[src/rtl/mul_shift_add_ctrl.sv]
// Iterative unsigned shift-and-add multiplier sequencer. It drives an external
// combinational adder and returns the low n bits of the product.
module mul_shift_add_ctrl #(
    parameter int n  = 64,
    parameter int CW = $clog2(n) + 1
) (
    input  logic          clk,
    input  logic          reset,
    input  logic          start,
    input  logic [n-1:0]  multiplicand,
    input  logic [n-1:0]  multiplier,
    output logic [n-1:0]  add_a,
    output logic [n-1:0]  add_b,
    output logic          add_cin,
    input  logic [n-1:0]  add_sum,
    output logic          busy,
    output logic          done,
    output logic [n-1:0]  product,
    output logic [CW-1:0] steps
);

    typedef enum logic [1:0] {
        IDLE = 2'b00,
        RUN  = 2'b01,
        DONE = 2'b10
    } state_t;

    state_t         state;
    logic [n-1:0]   acc;
    logic [n-1:0]   mcand_r;
    logic [n-1:0]   mplier_r;

    // RUN ends once no set multiplier bits remain above bit 0, or on the last bit.
    function automatic logic run_last(input logic [n-1:0] mplier, input logic [CW-1:0] cnt);
        logic no_more_bits;
        no_more_bits = ((mplier >> 1) == '0);
        return no_more_bits || (cnt == CW'(n - 1));
    endfunction

    function automatic logic [n-1:0] partial_term(input logic [n-1:0] mcand, input logic bit0);
        return bit0 ? mcand : '0;
    endfunction

    assign add_a   = acc;
    assign add_b   = partial_term(mcand_r, mplier_r[0]);
    assign add_cin = 1'b0;

    always_ff @(posedge clk or negedge reset) begin
        if (!reset) begin
            state    <= IDLE;
            acc      <= '0;
            mcand_r  <= '0;
            mplier_r <= '0;
            product  <= '0;
            steps    <= '0;
            busy     <= 1'b0;
            done     <= 1'b0;
        end else begin
            done <= 1'b0;
            case (state)
                IDLE, DONE: begin
                    if (start) begin
                        acc      <= '0;
                        mcand_r  <= multiplicand;
                        mplier_r <= multiplier;
                        steps    <= '0;
                        busy     <= 1'b1;
                        state    <= RUN;
                    end else begin
                        busy  <= 1'b0;
                        state <= IDLE;
                    end
                end
                RUN: begin
                    acc      <= add_sum;
                    mcand_r  <= mcand_r << 1;
                    mplier_r <= mplier_r >> 1;
                    steps    <= steps + 1'b1;
                    if (run_last(mplier_r, steps)) begin
                        // The final partial sum is already on add_sum this cycle.
                        product <= add_sum;
                        busy    <= 1'b0;
                        done    <= 1'b1;
                        state   <= DONE;
                    end
                end
                default: begin
                    busy  <= 1'b0;
                    state <= IDLE;
                end
            endcase
        end
    end

endmodule
[config.mk]
export PLATFORM = sky130hd
export DESIGN_NAME = mul_shift_add_ctrl
export DESIGN_NICKNAME = d
export VERILOG_FILES = /design/src/rtl/mul_shift_add_ctrl.sv
export SDC_FILE = /design/constraint.sdc
export NUM_CORES = 1
export LEC_CHECK = 0
export CAP_MARGIN = 10
export CORE_AREA = 2 2 181 183
export CTS_BUF_LIST = sky130_fd_sc_hd__clkbuf_4
export CTS_CLUSTER_SIZE = 25
export DETAILED_ROUTE_END_ITERATION = 10
export DIE_AREA = 0 0 183 185
export PLACE_DENSITY = 0.67
export SLEW_MARGIN = 0
export SYNTH_ARGS = -nofsm -noshare
export SYNTH_HDL_FRONTEND = slang
export SYNTH_SLANG_ARGS = --single-unit
[constraint.sdc]
create_clock -name clk -period 1.8 [get_ports clk]
set_input_delay 0.36 -clock clk [delete_from_list [all_inputs] [get_ports clk]]
set_output_delay 0.36 -clock clk [all_outputs]
set_load 0.05 [all_outputs]
==> results by group, run 1 <==
Outcome
  – Status: finished, violations left
  – Failing checks: negative setup slack

Placement
  – Port bufs: 395
  – Post-DP HPWL: 24.22 mm
  – Post-place instance area: 16650 um2
  – RePlAce Congestion: 0.8169

Routing
  – Wire length per cell: 18.20 um
  – Vias/cell: 4.988
  – Routed Antenna Nets: 0
  – Drt first pass iters: 5
  – Starting DRT DRC Count: 610
  – M1 WL: 15.19 mm
  – Overall via count from detail_route: 9711
  – Met3 WL: 2.210 mm
  – Highest routed layer: met4
  – Met2 wire len: 17.22 mm
  – DRC errors left: 0
  – Final wirelength: 35.43 mm

Timing
  – Period minus WS final: 2.179 ns
  – RSZ-0062 raised after global routing: yes
  – Max-slew violations: 0
  – Part of the cycle the worst path needs: 121.0%
  – Slack of the critical path: -0.3788 ns
  – Fmax: 0.4590 GHz
  – Final Hold Viols: 0
  – Setup Skew: 0.05093 ns
  – Setup violators final: 132
  – Setup_tns: -38.91 ns

GRT
  – Global-route wire length before repair: 54.61 mm
  – Grt total ovfl: 0
  – Gr usage total: 20.37%
  – Largest net degree at the start of global routing: 84
  – Initial antenna violation count: 1
  – Vias in the first global route: 9850

Cells and area
  – Non-Filler Cell Area, Final: 18030 um2
  – Layout Area Growth over Synthesis: 63.03%
  – Nets: 1688
  – Most frequent cells in the layout: 264 x dfrtp_1, 257 x nand2_1, 226 x buf_4
  – Most common cell after layout, fill and taps aside: dfrtp_1
  – Share of cells above drive strength 1: 37.78%

Power and ir drop
  – Peak supply drop: 892.5 uV
  – LEAKAGE: 8.695 nW
  – PwrDens: 1648 nW/um2

Synth
  – Synth Cell Area: 11060 um2
  – Post-synthesis cell type count: 29
  – Share of the synthesized area in the top cell type: 60.41%
  – Ys Warns: 0
  – Leading area contributor after synthesis: dfrtp_1
  – Yosys reg bits: 267
  – Mapped Cells: 966
  – Sequential area share after synthesis: 60.41%
  – Mapped Avg Cell Area: 11.45 um2
  – Cells taking the most area after synthesis: dfrtp_1 60%, nand2_1 8.7%, a22oi_1 8.6%, a22o_1 5.3%, mux2_4 5.2%
  – Post-Syn Nets: 1162

Critical path
  – R2R Path Start: mplier_r[39]
  – FF-to-FF setup slack: -0.38 ns
  – RR Endpoint: product[5]
  – Crit end category: flip-flop
  – Worst setup path category: flip-flop to flip-flop
  – FF-to-FF path depth: 7
  – Required time of the critical path: 2.29 ns
  – CP startpoint kind: flip-flop
  – Highest fanout seen on the critical path: 24
  – Data arrival, critical path: 2.67 ns

Floorplanning
  – Die W: 183 um
  – Die Y: 185 um
  – Row count: 66
  – Ports: 397
  – Core Area: 32040 um2
  – Die area: 33860 um2
  – Initial Util: 34.52%

Clock tree
  – H-tree Lvls: 3
  – CTS tree: done
  – Worst-path clk slew: 0.07 ns
  – Clk root buf: clkbuf_4
  – Total CTS buffers: 71
  – Clk buf depth: 3
  – CTS sink cnt: 267
  – Skew-Pair Late Insertion Delay: 0.66 ns

Min path
  – HP Class: primary input to asynchronous set/reset pin

Flow run
  – Max-cap violations: 0
cell usage after synthesis (all sizes together):
cell type    n
inv          2
nor4        16
dfrtp      267
nand2b       2
o211ai       1
o21ai        6
ha           1
buf         11
nor3         2
mux2        64
and2        64
clkbuf      61
a22oi      126
a22o        67
nand2      257
nor2b        2
o31ai        3
nor2         2
conb         1
nand4        6
o311ai       1
nand3        3
o41ai        1
cell type report:
type	count	area [um2]
fill	2755	14010
sequential	267	6685
timing repair buffer	525	5659
multi-input combinational	625	4288
clock buffer	102	765.7
tap	408	510.5
clock inverter	17	111.4
inverter	2	7.507
antenna	1	2.502
metal layers:
metal  global-route usage (%)  vias up
li1                         -     4508
met1                    26.68     4753
met3                    4.738       58
met4                    6.784        0
met5                        0        -
met2                    33.45      392
where the power goes:
part           internal, mW  switching [mW]
Sequential             8.19            1.51
Combinational          6.38            8.39
Clock                  2.76            2.50
how the worst max path moves through the flow:
stage                            start           to  slack, ns  cells past startpoint
after floorplan           mplier_r[15]   product[0]      -0.16                      7
after detailed placement  mplier_r[34]  product[22]      -0.46                      8
after global routing      mplier_r[15]   product[0]      -0.50                      8
final                     mplier_r[39]   product[5]      -0.38                      7
after CTS                 mplier_r[15]   product[4]      -0.42                      8
after global placement    mplier_r[34]   product[0]      -0.42                      8
critical path: stages (launching register included):
cell and delay (ns):
dfrtp_1 0.37, nor4_1 0.37, nand4_1 0.24, nor4_2 0.25, buf_4 0.17, o21ai_4 0.09, buf_12 0.20, mux2_4 0.31
through the flow:
step	setup slack, ns	utilization (%)	hold WS, ns	std cells	power [mW]
after global placement	-0.4189	51.96	0.2659	1809	23.30
after floorplan	-0.1609	-	0.06441	966	17.22
final	-0.3788	56.27	0.1765	1947	29.72
after CTS	-0.4177	55.74	0.1099	1938	29.58
after detailed placement	-0.4614	51.96	0.2680	1809	23.53
after global routing	-0.5045	56.27	0.1182	1947	31.32
state kept, by name, indices dropped and copies added (netlist names):
| register | flops |
|---|---|
| done | 1 |
| steps | 7 |
| mplier_r | 64 |
| product | 64 |
| mcand_r | 64 |
| add_a | 64 |
| busy | 1 |
| state | 2 |
cell families (layout without fill, tap and decap cells):
| family | after synthesis | in the layout | share of synthesized area (%) |
|---|---|---|---|
| multiplexers | 64 | 64 | 7.806 |
| other | 1 | 2 | 0.03391 |
| buffers and inverters | 74 | 646 | 2.908 |
| adder cells (fa/ha/maj) | 1 | 1 | 0.1131 |
| flip-flops | 267 | 267 | 60.41 |
| AND/OR/NAND/NOR | 354 | 354 | 14.16 |
| AO/OA/AOI/OAI | 205 | 205 | 14.56 |
repair_timing:
item	4_1_cts	5_1_grt
buffers inserted	6	5
hold buffers	1	0
endpoints found under the hold margin	267	0
gates cloned	3	4
setup endpoints to repair	133	135
gates resized for setup	79	8
pin swaps	35	3
Note: power is estimated with default switching activity, not from simulation.
==> run 2, diff against run 1 <==
--- a/config.mk
+++ b/config.mk
@@ -6,12 +6,12 @@
 export NUM_CORES = 1
 export LEC_CHECK = 0
 export CAP_MARGIN = 10
-export CORE_AREA = 2 2 181 183
+export CORE_AREA = 2 2 158 176
 export CTS_BUF_LIST = sky130_fd_sc_hd__clkbuf_4
 export CTS_CLUSTER_SIZE = 25
 export DETAILED_ROUTE_END_ITERATION = 10
-export DIE_AREA = 0 0 183 185
-export PLACE_DENSITY = 0.67
+export DIE_AREA = 0 0 160 178
+export PLACE_DENSITY = 0.78
 export SLEW_MARGIN = 0
 export SYNTH_ARGS = -nofsm -noshare
 export SYNTH_HDL_FRONTEND = slang
==> run 2 against run 1 <==
Compared with the run above: the run still ends with negative setup slack left; hold slack worse by 0.011 ns; routed wire length is 2.3% higher; power is 0.81% higher; worst setup slack better by 0.079 ns; critical path type is now flip-flop to output pin; critical endpoint is now add_b[19]; highest routed layer unchanged.
==> results by group, run 2 (same netlist as run 1, synthesis figures left out) <==
Critical path
  – R2R Path Start: mplier_r[56] (was mplier_r[39])
  – Crit end category: output pin (was flip-flop)
  – Setup crit start: mplier_r[0] (was mplier_r[39])
  – Worst setup path category: flip-flop to output pin (was flip-flop to flip-flop)
  – CP startpoint kind: flip-flop (unchanged)
  – Data arrival, critical path: 1.74 ns (was 2.67 ns)
  – Highest fanout seen on the critical path: 16 (was 24)
  – Required time of the critical path: 1.44 ns (was 2.29 ns)

GRT
  – Vias in the first global route: 10160 (was 9850)
  – Gr usage total: 24.35% (was 20.37%)
  – Initial antenna violation count: 2 (was 1)
  – Largest net degree at the start of global routing: 94 (was 84)
  – Global-route wire length before repair: 54.94 mm (was 54.61 mm)
  – Grt total ovfl: 0 (unchanged)

Floorplanning
  – Ports: 397 (unchanged)
  – Core Area: 26640 um2 (was 32040 um2)
  – Row count: 63 (was 66)
  – Initial Util: 41.51% (was 34.52%)
  – Die W: 160 um (was 183 um)
  – Die area: 28480 um2 (was 33860 um2)
  – Die Y: 178 um (was 185 um)

Clock tree
  – Clk buf depth: 3 (unchanged)
  – Worst-path clk slew: 0.09 ns (was 0.07 ns)
  – Clk root buf: clkbuf_4 (unchanged)
  – CTS tree: done (unchanged)
  – CTS sink cnt: 267 (unchanged)
  – Total CTS buffers: 70 (was 71)
  – Skew-Pair Late Insertion Delay: 0.66 ns (about the same)
  – H-tree Lvls: 3 (unchanged)

Timing
  – Period minus WS final: 2.100 ns (was 2.179 ns)
  – Fmax: 0.4762 GHz (was 0.4590 GHz)
  – Final Hold Viols: 0 (unchanged)
  – Setup violators final: 129 (was 132)
  – Part of the cycle the worst path needs: 116.7% (was 121.0%)
  – Slack of the critical path: -0.2998 ns (was -0.3788 ns)
  – Max-slew violations: 0 (unchanged)
  – Relative slew slack: 65.99%
  – Setup Skew: 0.04699 ns (was 0.05093 ns)
  – RSZ-0062 raised after global routing: yes (unchanged)
  – Worst slew pin tran: 0.5089 ns

Placement
  – Port bufs: 395 (unchanged)
  – Placed insts: 1749 (was 1809)
  – Place WS: -0.3402 ns (was -0.4614 ns)
  – Post-DP HPWL: 24.22 mm (about the same)
  – RePlAce Congestion: 0.8418 (was 0.8169)

Outcome
  – Failing checks: negative setup slack (unchanged)
  – Status: finished, violations left (unchanged)

Routing
  – Drt first pass iters: 7 (was 5)
  – Wire length per cell: 19.22 um (was 18.20 um)
  – Overall via count from detail_route: 9937 (was 9711)
  – Starting DRT DRC Count: 634 (was 610)
  – Vias/cell: 5.272 (was 4.988)
  – DRC errors left: 0 (unchanged)
  – Routed Antenna Nets: 0 (unchanged)
  – Final wirelength: 36.24 mm (was 35.43 mm)

Min path
  – HP Class: primary input to asynchronous set/reset pin (unchanged)

Cells and area
  – Storage element area: 6685 um2 (unchanged)
  – Nets: 1671 (was 1688)
  – Layout Area Growth over Synthesis: 61.67% (was 63.03%)
  – Share of cells above drive strength 1: 37.16% (was 37.78%)
  – Area occupied by multi-input gates: 4295 um2 (was 4288 um2)
  – Most frequent cells in the layout: 264 x dfrtp_1, 257 x nand2_1, 217 x buf_4 (was 264 x dfrtp_1, 257 x nand2_1, 226 x buf_4)
  – Layout fillers: 1979 (was 2755)
  – Final non-filler cell total: 1885 (was 1947)
  – Most common cell after layout, fill and taps aside: dfrtp_1 (unchanged)

Power and ir drop
  – Peak supply drop: 1093 uV (was 892.5 uV)
  – LEAKAGE: 8.630 nW (was 8.695 nW)
  – PwrDens: 1676 nW/um2 (was 1648 nW/um2)

Flow run
  – Max-cap violations: 0 (unchanged)
[run 2: cell types whose count changed in the layout (fill, tap and decap cells not counted), sizes merged]
cell and change:
buf -18, bufinv +3, clkbuf -5, clkinv +9
diode +1, inv -1
[run 2: final timing paths]
| check | endpoint | slack, ns | cells past startpoint |
|---|---|---|---|
| max | add_b[19] | -0.30 | 4 |
| min in group clk | mcand_r[15] | 0.30 | 3 |
| min reg2reg | mcand_r[63] | 0.48 | 2 |
| max reg2reg | product[4] | -0.29 | 7 |
| max in group asynchronous | mcand_r[9] | 0.90 | 3 |
| min | add_a[18] | 0.17 | 2 |
[run 2: per-stage QoR]
| step | power [mW] | cell area (um2) | util (%) | hold WS (ns) | TNS (ns) |
|---|---|---|---|---|---|
| 4_1_cts | 29.24 | 17520 | 65.77 | 0.1210 | -37.69 |
| 6_report | 29.96 | 17880 | 67.11 | 0.1654 | -33.73 |
| 3_5_place_dp | 23.38 | 16480 | 61.85 | 0.2790 | -33.00 |
| 2_1_floorplan | 17.22 | 11070 | - | 0.06441 | -7.489 |
| 5_1_grt | 31.39 | 17880 | 67.11 | 0.1574 | -49.16 |
| 3_3_place_gp | 23.07 | 16480 | 61.85 | 0.2722 | -30.44 |
[run 2: what timing repair did]
action                                 in CTS  in global routing
buffers inserted                            0                  2
resized for setup                          16                 77
setup endpoints to repair                 133                133
pin swaps                                   0                 17
gates cloned                                2                  6
hold buffers                                1                  0
endpoints found under the hold margin     240                  0
[run 2: per-layer routing]
metal	global-route usage (%)	wire length, um
met1	29.06	13720
met2	41.49	18290
met3	5.092	2464
met4	13.48	1759
met5	0	0
[run 2: final cells by class]
class | count | area share [%]
Tap cell | 357 | 2.498
Clock inverter | 28 | 1.267
Antenna cell | 2 | 0.02799
Timing Repair Buffer | 509 | 30.76
Sequential cell | 267 | 37.39
Clock buffer | 95 | 3.989
Multi-Input combinational cell | 625 | 24.02
Inverter | 2 | 0.04199
[run 2: worst max-delay path, cell delays in order, from the launching register on]
cell,delay (ns)
dfrtp_2,0.42
buf_12,0.16
clkbuf_16,0.19
and2_4,0.18
buf_12,0.14
[run 2: report_power, final]
part	total (mW)	internal [mW]	switching [mW]
Sequential	9.74	8.19	1.55
Combinational	14.6	6.20	8.42
Clock	5.60	3.05	2.55
Total	30.0	17.4	12.5
